--- src/rtl/pe_stream_pkg.sv ---
// Shared definitions for the PE streaming path: default geometry, feeder FSM states, window width helper.
// Latency: n/a (declarations only).
// Backpressure: n/a.
// Contents: K_DEF / DATA_W_DEF defaults shared with the PE, state_t encodings, win_width().
package pe_stream_pkg;

   // Defaults shared with the PE; the PE and feeder must agree on both.
   localparam int K_DEF      = 3;
   localparam int DATA_W_DEF = 8;

   typedef enum logic {
      ST_IDLE = 1'b0,
      ST_RUN  = 1'b1
   } state_t;

   // Width of a packed K-element window (tap i at [i*data_w +: data_w]).
   function automatic int win_width(input int k, input int data_w);
      return k * data_w;
   endfunction

endpackage

--- src/rtl/pe_window_feeder_if.sv ---
// Bundles the weight handshake, pixel handshake and PE-facing window outputs of the window feeder.
// Latency: n/a (wiring only).
// Backpressure: w_ready / pix_ready driven by the feeder (slave); the source (master) holds *_valid until accepted.
// Ports: w_valid/w_data/w_ready, pix_valid/pix_data/pix_last/pix_ready, out_valid/out_data/out_weight, frame_done, row_err.
interface pe_window_feeder_if
   import pe_stream_pkg::*;
#(
   parameter int K      = K_DEF,
   parameter int DATA_W = DATA_W_DEF
);
   localparam int WIN_W = win_width(K, DATA_W);

   logic              w_valid;
   logic [WIN_W-1:0]  w_data;
   logic              w_ready;
   logic              pix_valid;
   logic [DATA_W-1:0] pix_data;
   logic              pix_last;
   logic              pix_ready;
   logic              out_valid;
   logic [WIN_W-1:0]  out_data;
   logic [WIN_W-1:0]  out_weight;
   logic              frame_done;
   logic              row_err;

   // Source side: offers weights and pixels, observes the feeder outputs.
   modport master (
      output w_valid, w_data, pix_valid, pix_data, pix_last,
      input  w_ready, pix_ready, out_valid, out_data, out_weight, frame_done, row_err
   );

   // Feeder side.
   modport slave (
      input  w_valid, w_data, pix_valid, pix_data, pix_last,
      output w_ready, pix_ready, out_valid, out_data, out_weight, frame_done, row_err
   );

endinterface

--- src/rtl/pe_win_shift.sv ---
// K-entry DATA_W shift register holding the current horizontal pixel window.
// Latency: 1 cycle from shift_en to the updated window on win_dat.
// Backpressure: none; shifts whenever shift_en is high.
// Ports: clk, rst_n, shift_en, din (newest pixel), win_dat (packed window, element 0 = oldest).
module pe_win_shift #(
   parameter int K      = 3,
   parameter int DATA_W = 8
) (
   input  logic                  clk,
   input  logic                  rst_n,
   input  logic                  shift_en,
   input  logic [DATA_W-1:0]     din,
   output logic [K*DATA_W-1:0]   win_dat
);

   logic [K*DATA_W-1:0] win_q;

   // Oldest entry sits at the bottom; each shift drops it and appends din at the top.
   always_ff @(posedge clk or negedge rst_n) begin
      if (!rst_n) begin
         win_q <= '0;
      end else if (shift_en) begin
         for (int j = 0; j < K - 1; j++) begin
            win_q[j*DATA_W +: DATA_W] <= win_q[(j+1)*DATA_W +: DATA_W];
         end
         win_q[(K-1)*DATA_W +: DATA_W] <= din;
      end
   end

   assign win_dat = win_q;

endmodule

--- src/rtl/pe_window_feeder.sv ---
// Turns a raster pixel stream into K-wide horizontal windows plus a per-frame weight vector for the PE.
// Latency: 1 cycle from the accept that completes a window to out_valid; 1 pixel/cycle throughput.
// Backpressure: w_ready only in IDLE, pix_ready only in RUN; neither depends on *_valid. Output side has none.
// Ports: clk, rst_n (async, active low), bus (slave modport: weight handshake, pixel handshake,
//        out_valid/out_data/out_weight to the PE, frame_done pulse, sticky row_err).
module pe_window_feeder
   import pe_stream_pkg::*;
#(
   parameter int K      = K_DEF,
   parameter int DATA_W = DATA_W_DEF,
   parameter int IMG_W  = 32,
   parameter int IMG_H  = 32
) (
   input  logic               clk,
   input  logic               rst_n,
   pe_window_feeder_if.slave  bus
);

   localparam int WIN_W = win_width(K, DATA_W);
   localparam int CW    = (IMG_W > 1) ? $clog2(IMG_W) : 1;
   localparam int RW    = (IMG_H > 1) ? $clog2(IMG_H) : 1;

   localparam logic [CW-1:0] COL_LAST = CW'(IMG_W - 1);
   localparam logic [CW-1:0] COL_EMIT = CW'(K - 1);
   localparam logic [RW-1:0] ROW_LAST = RW'(IMG_H - 1);

   state_t            state;
   state_t            state_nxt;
   logic              w_ready;
   logic              pix_ready;
   logic              w_load;
   logic              pix_acc;
   logic              col_end;
   logic              row_end;
   logic              emit;

   logic [CW-1:0]     col_q;
   logic [RW-1:0]     row_q;
   logic [WIN_W-1:0]  weight_q;
   logic              out_valid_q;
   logic              frame_done_q;
   logic              row_err_q;
   logic [WIN_W-1:0]  hold_q;
   logic [WIN_W-1:0]  win_dat;

   // ---------------- FSM ----------------
   always_ff @(posedge clk or negedge rst_n) begin
      if (!rst_n) begin
         state <= ST_IDLE;
      end else begin
         state <= state_nxt;
      end
   end

   always_comb begin
      state_nxt = state;
      w_ready   = 1'b0;
      pix_ready = 1'b0;
      case (state)
         ST_IDLE: begin
            w_ready = 1'b1;
            if (bus.w_valid) begin
               state_nxt = ST_RUN;
            end
         end
         ST_RUN: begin
            pix_ready = 1'b1;
            if (bus.pix_valid && col_end && row_end) begin
               state_nxt = ST_IDLE;
            end
         end
         default: state_nxt = ST_IDLE;
      endcase
   end

   assign w_load  = bus.w_valid && w_ready;
   assign pix_acc = bus.pix_valid && pix_ready;
   assign col_end = (col_q == COL_LAST);
   assign row_end = (row_q == ROW_LAST);
   // Column gating alone keeps windows inside a row: the first K-1 pixels of
   // every row only prime the shift register, flushing the previous row out.
   assign emit    = pix_acc && (col_q >= COL_EMIT);

   // ---------------- position counters ----------------
   always_ff @(posedge clk or negedge rst_n) begin
      if (!rst_n) begin
         col_q <= '0;
         row_q <= '0;
      end else if (w_load) begin
         col_q <= '0;
         row_q <= '0;
      end else if (pix_acc) begin
         if (col_end) begin
            col_q <= '0;
            row_q <= row_end ? '0 : row_q + RW'(1);
         end else begin
            col_q <= col_q + CW'(1);
         end
      end
   end

   // ---------------- weights, status, output registers ----------------
   always_ff @(posedge clk or negedge rst_n) begin
      if (!rst_n) begin
         weight_q     <= '0;
         out_valid_q  <= 1'b0;
         frame_done_q <= 1'b0;
         row_err_q    <= 1'b0;
      end else begin
         if (w_load) begin
            weight_q <= bus.w_data;
         end
         out_valid_q  <= emit;
         // The last pixel of the frame always completes a window, so this
         // pulse coincides with the final out_valid.
         frame_done_q <= pix_acc && col_end && row_end;
         // The column counter decides row length; pix_last is only audited.
         if (w_load) begin
            row_err_q <= 1'b0;
         end else if (pix_acc && (bus.pix_last != col_end)) begin
            row_err_q <= 1'b1;
         end
      end
   end

   // The shift register keeps moving on non-emitting accepts (row priming),
   // so the last emitted window is captured here to keep out_data stable.
   always_ff @(posedge clk or negedge rst_n) begin
      if (!rst_n) begin
         hold_q <= '0;
      end else if (out_valid_q) begin
         hold_q <= win_dat;
      end
   end

   pe_win_shift #(
      .K      (K),
      .DATA_W (DATA_W)
   ) u_win_shift (
      .clk      (clk),
      .rst_n    (rst_n),
      .shift_en (pix_acc),
      .din      (bus.pix_data),
      .win_dat  (win_dat)
   );

   assign bus.w_ready    = w_ready;
   assign bus.pix_ready  = pix_ready;
   assign bus.out_valid  = out_valid_q;
   assign bus.out_data   = out_valid_q ? win_dat : hold_q;
   assign bus.out_weight = weight_q;
   assign bus.frame_done = frame_done_q;
   assign bus.row_err    = row_err_q;

endmodule

--- src/flat_wrapper.sv ---
// flat-port wrapper written by rule: the top's interface ports become plain ports
module pe_window_feeder_flat import pe_stream_pkg::*;
#(
   parameter int K      = K_DEF,
   parameter int DATA_W = DATA_W_DEF,
   parameter int IMG_W  = 32,
   parameter int IMG_H  = 32
)
  (clk, rst_n, bus_w_valid, bus_w_data, bus_pix_valid, bus_pix_data, bus_pix_last, bus_w_ready, bus_pix_ready, bus_out_valid, bus_out_data, bus_out_weight, bus_frame_done, bus_row_err);
  pe_window_feeder_if #(.K(K), .DATA_W(DATA_W)) bus_i ();
  input  logic clk;
  input  logic rst_n;
  input wire logic [$bits(bus_i.w_valid)-1:0] bus_w_valid;
  input wire logic [$bits(bus_i.w_data)-1:0] bus_w_data;
  input wire logic [$bits(bus_i.pix_valid)-1:0] bus_pix_valid;
  input wire logic [$bits(bus_i.pix_data)-1:0] bus_pix_data;
  input wire logic [$bits(bus_i.pix_last)-1:0] bus_pix_last;
  output wire logic [$bits(bus_i.w_ready)-1:0] bus_w_ready;
  output wire logic [$bits(bus_i.pix_ready)-1:0] bus_pix_ready;
  output wire logic [$bits(bus_i.out_valid)-1:0] bus_out_valid;
  output wire logic [$bits(bus_i.out_data)-1:0] bus_out_data;
  output wire logic [$bits(bus_i.out_weight)-1:0] bus_out_weight;
  output wire logic [$bits(bus_i.frame_done)-1:0] bus_frame_done;
  output wire logic [$bits(bus_i.row_err)-1:0] bus_row_err;
  assign bus_i.w_valid = bus_w_valid;
  assign bus_i.w_data = bus_w_data;
  assign bus_i.pix_valid = bus_pix_valid;
  assign bus_i.pix_data = bus_pix_data;
  assign bus_i.pix_last = bus_pix_last;
  assign bus_w_ready = bus_i.w_ready;
  assign bus_pix_ready = bus_i.pix_ready;
  assign bus_out_valid = bus_i.out_valid;
  assign bus_out_data = bus_i.out_data;
  assign bus_out_weight = bus_i.out_weight;
  assign bus_frame_done = bus_i.frame_done;
  assign bus_row_err = bus_i.row_err;
  pe_window_feeder #(.K(K), .DATA_W(DATA_W), .IMG_W(IMG_W), .IMG_H(IMG_H)) u_core (.clk(clk), .rst_n(rst_n), .bus(bus_i));
endmodule
--- config.mk ---
export PLATFORM = sky130hd
export DESIGN_NAME = pe_window_feeder_flat
export DESIGN_NICKNAME = d
export VERILOG_FILES = /design/src/rtl/pe_stream_pkg.sv /design/src/rtl/pe_window_feeder_if.sv /design/src/rtl/pe_win_shift.sv /design/src/rtl/pe_window_feeder.sv /design/src/flat_wrapper.sv
export SDC_FILE = /design/constraint.sdc
export NUM_CORES = 1
export LEC_CHECK = 0
export ABC_AREA = 1
export CAP_MARGIN = 5
export CELL_PAD_IN_SITES_DETAIL_PLACEMENT = 0
export CELL_PAD_IN_SITES_GLOBAL_PLACEMENT = 1
export CORE_MARGIN = 2
export CORE_UTILIZATION = 37
export CTS_CLUSTER_DIAMETER = 30
export DETAILED_ROUTE_END_ITERATION = 8
export PLACE_DENSITY_LB_ADDON = 0.1
export SLEW_MARGIN = 20
export SYNTH_ARGS = -nofsm -noshare
export SYNTH_HDL_FRONTEND = slang
export SYNTH_HIERARCHICAL = 1
export SYNTH_SLANG_ARGS = --single-unit
--- constraint.sdc ---
create_clock -name clk -period 1.7 [get_ports clk]
set_input_delay 0.17 -clock clk [delete_from_list [all_inputs] [get_ports clk]]
set_output_delay 0.17 -clock clk [all_outputs]
set_load 0.05 [all_outputs]
==> results_tabular.tex <==
\begin{tabular}{lr}
\hline
Metric & Value \\
\hline
\multicolumn{2}{l}{\textbf{Clock tree}} \\
Number of CTS-inserted buffers & 9 \\
Clock latency on the worst-skew pair & 350 ps \\
Number of sinks on the clock net & 86 \\
Longest Clk Path Bufs & 2 \\
Root buf cell & sky130\_fd\_sc\_hd\_\_clkbuf\_8 \\
Setup Buffers After CTS & 0 \\
Clock-pin slew reported for the worst setup and hold paths after clock tree synthesis & 90 ps \\
Deepest level of the CTS H-tree & 3 \\
CTS tree & yes \\
\multicolumn{2}{l}{\textbf{Pwr}} \\
Relative contribution of combinational cells to total power & 35.8\% \\
Highest ir drop seen on vdd & 391 uV \\
Flop pwr share & 41.3\% \\
Cell-internal power & 3.90 mW \\
Clock power frac & 22.9\% \\
Leakage power & 2.56 nW \\
Switching power & 2.38 mW \\
Pwr Density & 1330 mW/mm2 \\
Switching fraction of total power & 37.9\% \\
Overall power consumption & 6.28 mW \\
\multicolumn{2}{l}{\textbf{Layout}} \\
Layout Cell Area excl Fill & 0.00472 mm2 \\
Sequential Area & 0.00215 mm2 \\
NumNets Final & 494 \\
Fraction of layout instances using a drive strength above 1 & 23.5\% \\
Total area of multi-input combinational cells & 0.00117 mm2 \\
Number of antenna diodes & 0 \\
Layout-stage area growth over the synthesis result & 33.5\% \\
Number of fillers in the final layout & 883 \\
End-of-flow core utilization & 51.1\% \\
\multicolumn{2}{l}{\textbf{Yosys}} \\
Mean instance size in the synthesized netlist & 10.1 um2 \\
Synthesized flop and latch total & 86 \\
Count of warnings emitted by yosys & 6 \\
Syn Inst Count & 349 \\
Number of distinct standard cells referenced by the synthesized netlist & 21 \\
Post-synthesis cell type with the largest combined area & sky130\_fd\_sc\_hd\_\_dfrtp\_1 \\
Post-synth design cell area & 0.00353 mm2 \\
Fraction of the yosys area taken by sequential cells & 60.9\% \\
Leading cell types by total area after synthesis & sky130\_fd\_sc\_hd\_\_dfrtp\_1 (61\%), sky130\_fd\_sc\_hd\_\_nand2\_1 (17\%), sky130\_fd\_sc\_hd\_\_mux2\_2 (7.6\%) \\
Top-area cell type share of the netlist area & 60.9\% \\
Post-Synthesis Net Count & 392 \\
\multicolumn{2}{l}{\textbf{Die}} \\
Core ar. & 0.00924 mm2 \\
Placement Rows & 35 \\
Overall die height & 102 um \\
IO Pins & 90 \\
Chip width & 102 um \\
Die area & 0.0104 mm2 \\
Effective utilization at floorplan & 38.3\% \\
\multicolumn{2}{l}{\textbf{Setup path}} \\
Family with the most delay on the worst path & buffers and inverters \\
Critical path data required time & 1530 ps \\
Count of buffer and inverter cells on the critical path & 2 \\
FF-to-FF End & u\_core/row\_q[0] \\
Crit path max fanout & 15 \\
Data arrival time of the critical path & 1490 ps \\
Depth of the worst register-to-register path & 8 \\
Reg2Reg Setup Slack & 140 ps \\
Ordered list of cells on the worst path & buf\_6 -> mux2\_2 -> buf\_4 \\
Critical path startpoint category & flip-flop \\
Critical path class & reg2out \\
Nature of the critical path endpoint & primary output \\
CP max-delay cell & sky130\_fd\_sc\_hd\_\_mux2\_2 \\
Reg-to-Reg Start & u\_core/col\_q[0] \\
Worst path max stage delay & 380 ps \\
\multicolumn{2}{l}{\textbf{Timing}} \\
Final sum of negative setup slack & 0 ps \\
Minimum period implied by the final worst setup slack & 1660 ps \\
Fmax achieved & 0.603 GHz \\
Fin. Hold Viols & 0 \\
Slew of the pin with the lowest slew margin & 536 ps \\
Final setup violating endpoints & 0 \\
Count of pins over their slew limit & 0 \\
Normalized max-slew margin & 64.3\% \\
Fin crit share & 97.5\% \\
Unrepaired setup endpoints after global routing & yes \\
Post-Route Skew & 8.79 ps \\
Minimum hold slack & 331 ps \\
\multicolumn{2}{l}{\textbf{Routing}} \\
Post-detailed-route wirelength per cell & 12.6 um \\
Post-route DRC & 0 \\
Violation count after the first detailed-route iteration & 51 \\
Detail-routed via count per cell & 4.46 \\
Via total after detailed routing & 2,612 \\
Wire length reported by the detailed router & 7390 um \\
Detailed-router iteration count before antenna repair & 4 \\
Remaining number of nets flagged by the antenna check after routing & 0 \\
\multicolumn{2}{l}{\textbf{Status}} \\
Result of the run & finished, final reports clean \\
\multicolumn{2}{l}{\textbf{Global routing}} \\
Pin count of the biggest net entering global routing & 41 \\
Global-route wire length before repair & 12,300 um \\
Combined global-route utilization of all metal layers & 15.3\% \\
Total grt overflow & 0 \\
Number of antenna violations at the first check in global routing & 0 \\
Vias in the first global route & 2,546 \\
\multicolumn{2}{l}{\textbf{Place}} \\
Final weighted congestion in routability-driven placement & 0.735 \\
Port buffer count & 89 \\
Total placed instance area & 0.00451 mm2 \\
Detailed-placement wirelength estimate & 5270 um \\
\multicolumn{2}{l}{\textbf{Worst hold path}} \\
Class of the tightest hold or removal check & in2async \\
\multicolumn{2}{l}{\textbf{Run}} \\
\# Max-Cap Violations & 0 \\
\hline
\end{tabular}
-- through the flow --
step / worst slack, ps / std cells
2_1_floorplan: 52.8 / 349
3_3_place_gp: 161 / 568
3_5_place_dp: 111 / 568
4_1_cts: 1.32 / 585
5_1_grt: -27.6 / 585
6_report: 42.2 / 585
-- layout by cell type, fill, tap and decap left out --
cell,synthesis,routed
sky130_fd_sc_hd__nor2_2,1,1
sky130_fd_sc_hd__nand3_1,9,9
sky130_fd_sc_hd__inv_2,2,3
sky130_fd_sc_hd__dlygate4sd3_1,0,1
sky130_fd_sc_hd__clkinvlp_4,0,3
sky130_fd_sc_hd__clkdlybuf4s50_1,0,35
sky130_fd_sc_hd__inv_1,14,13
sky130_fd_sc_hd__ha_1,6,5
sky130_fd_sc_hd__a21oi_1,2,2
sky130_fd_sc_hd__clkbuf_8,2,9
sky130_fd_sc_hd__dlygate4sd2_1,0,12
sky130_fd_sc_hd__o21ai_1,1,1
sky130_fd_sc_hd__ha_2,0,1
sky130_fd_sc_hd__nand2_2,11,11
sky130_fd_sc_hd__nor2_1,11,11
sky130_fd_sc_hd__clkbuf_1,0,1
sky130_fd_sc_hd__a31oi_1,1,1
sky130_fd_sc_hd__inv_6,0,2
sky130_fd_sc_hd__mux2_2,24,24
sky130_fd_sc_hd__nand2_1,160,160
sky130_fd_sc_hd__inv_8,1,1
sky130_fd_sc_hd__o21ai_0,3,3
sky130_fd_sc_hd__bufinv_16,0,1
sky130_fd_sc_hd__buf_12,1,4
sky130_fd_sc_hd__buf_4,0,46
sky130_fd_sc_hd__buf_6,7,1
sky130_fd_sc_hd__o31ai_1,1,1
sky130_fd_sc_hd__dfrtp_1,86,86
sky130_fd_sc_hd__nand4_1,3,3
sky130_fd_sc_hd__dlymetal6s2s_1,0,5
-- per-layer routing --
| layer | wire length, um | global-route usage (%) |
|---|---|---|
| met3 | 557 | 5.04 |
| met5 | 0 | 0 |
| met4 | 124 | 6.24 |
| met2 | 3280 | 22.5 |
| met1 | 3430 | 20.9 |
-- worst register-to-register path, stage by stage (launching register included) --
cell and delay, ps:
sky130_fd_sc_hd__dfrtp_1 400, sky130_fd_sc_hd__ha_1 180, sky130_fd_sc_hd__nand2_1 70, sky130_fd_sc_hd__nor2_1 150, sky130_fd_sc_hd__ha_2 240, sky130_fd_sc_hd__inv_1 50
sky130_fd_sc_hd__nor2_2 180, sky130_fd_sc_hd__nand3_1 90, sky130_fd_sc_hd__o21ai_1 130
-- power groups by stage --
stage                     Clock [mW]  Sequential (mW)  Combinational (mW)
after floorplan                    0             2.80                1.37
after global placement             0             2.62                2.28
after detailed placement           0             2.64                2.29
after CTS                       1.50             2.60                2.28
after global routing            1.58             2.64                2.40
final                           1.44             2.59                2.25
-- repair_timing --
action,in CTS,in global routing
endpoints found under the setup margin,26,33
hold endpoints to repair,36,0
resized for setup,13,7
hold buffers,1,0
-- kinds of logic after synthesis --
logic type | after synthesis | synth area share, %
simple gates | 195 | 22.1
flops | 86 | 60.9
fa+ha+maj | 6 | 2.12
mux | 24 | 7.65
compound gates | 8 | 1.24
buf+inv | 30 | 6.02
-- registers in the layout, summed over array words and instances, names as in the netlist --
name / count
u_core/bus.out_valid: 1
u_core/bus.frame_done: 1
u_core/hold_q: 24
u_core/bus.row_err: 1
u_core/row_q: 5
u_core/col_q: 5
u_core/state: 1
u_core/bus.out_weight: 24
u_core/u_win_shift/win_dat: 24
-- area by class of cell --
cell class,count,share of cell area (%)
Multi-Input combinational cell,233,24.8
Tap cell,129,3.42
Clock inverter,6,1.48
Sequential cell,86,45.6
Clock buffer,10,2.70
Timing Repair Buffer,104,20.4
Inverter,17,1.51
-- worst max path at each step --
stage                             start           endpoint  slack (ps)  depth (start not counted)
6_report           u_core/bus.out_valid    bus_out_data[7]          40                          3
5_1_grt            u_core/bus.out_valid    bus_out_data[7]         -30                          3
4_1_cts        u_core/bus.out_weight[1]  bus_out_weight[1]           1                          1
3_5_place_dp            u_core/col_q[0]    u_core/row_q[0]         110                          9
3_3_place_gp            u_core/col_q[0]    u_core/col_q[2]         160                          9
2_1_floorplan      u_core/bus.out_valid  u_core/hold_q[10]          50                          3
-- synthesized netlist by cell type --
master / number
sky130_fd_sc_hd__clkbuf_8: 2
sky130_fd_sc_hd__buf_2: 3
sky130_fd_sc_hd__nor2_2: 1
sky130_fd_sc_hd__o21ai_0: 3
sky130_fd_sc_hd__nor2_1: 11
sky130_fd_sc_hd__o21ai_1: 1
sky130_fd_sc_hd__mux2_2: 24
sky130_fd_sc_hd__nand2_2: 11
sky130_fd_sc_hd__ha_1: 6
sky130_fd_sc_hd__a31oi_1: 1
sky130_fd_sc_hd__dfrtp_1: 86
sky130_fd_sc_hd__inv_8: 1
sky130_fd_sc_hd__buf_6: 7
sky130_fd_sc_hd__inv_1: 14
sky130_fd_sc_hd__inv_2: 2
sky130_fd_sc_hd__buf_12: 1
sky130_fd_sc_hd__nand2_1: 160
sky130_fd_sc_hd__a21oi_1: 2
sky130_fd_sc_hd__nand3_1: 9
sky130_fd_sc_hd__nand4_1: 3
sky130_fd_sc_hd__o31ai_1: 1
No activity file was read; power rests on OpenSTA's default activity.
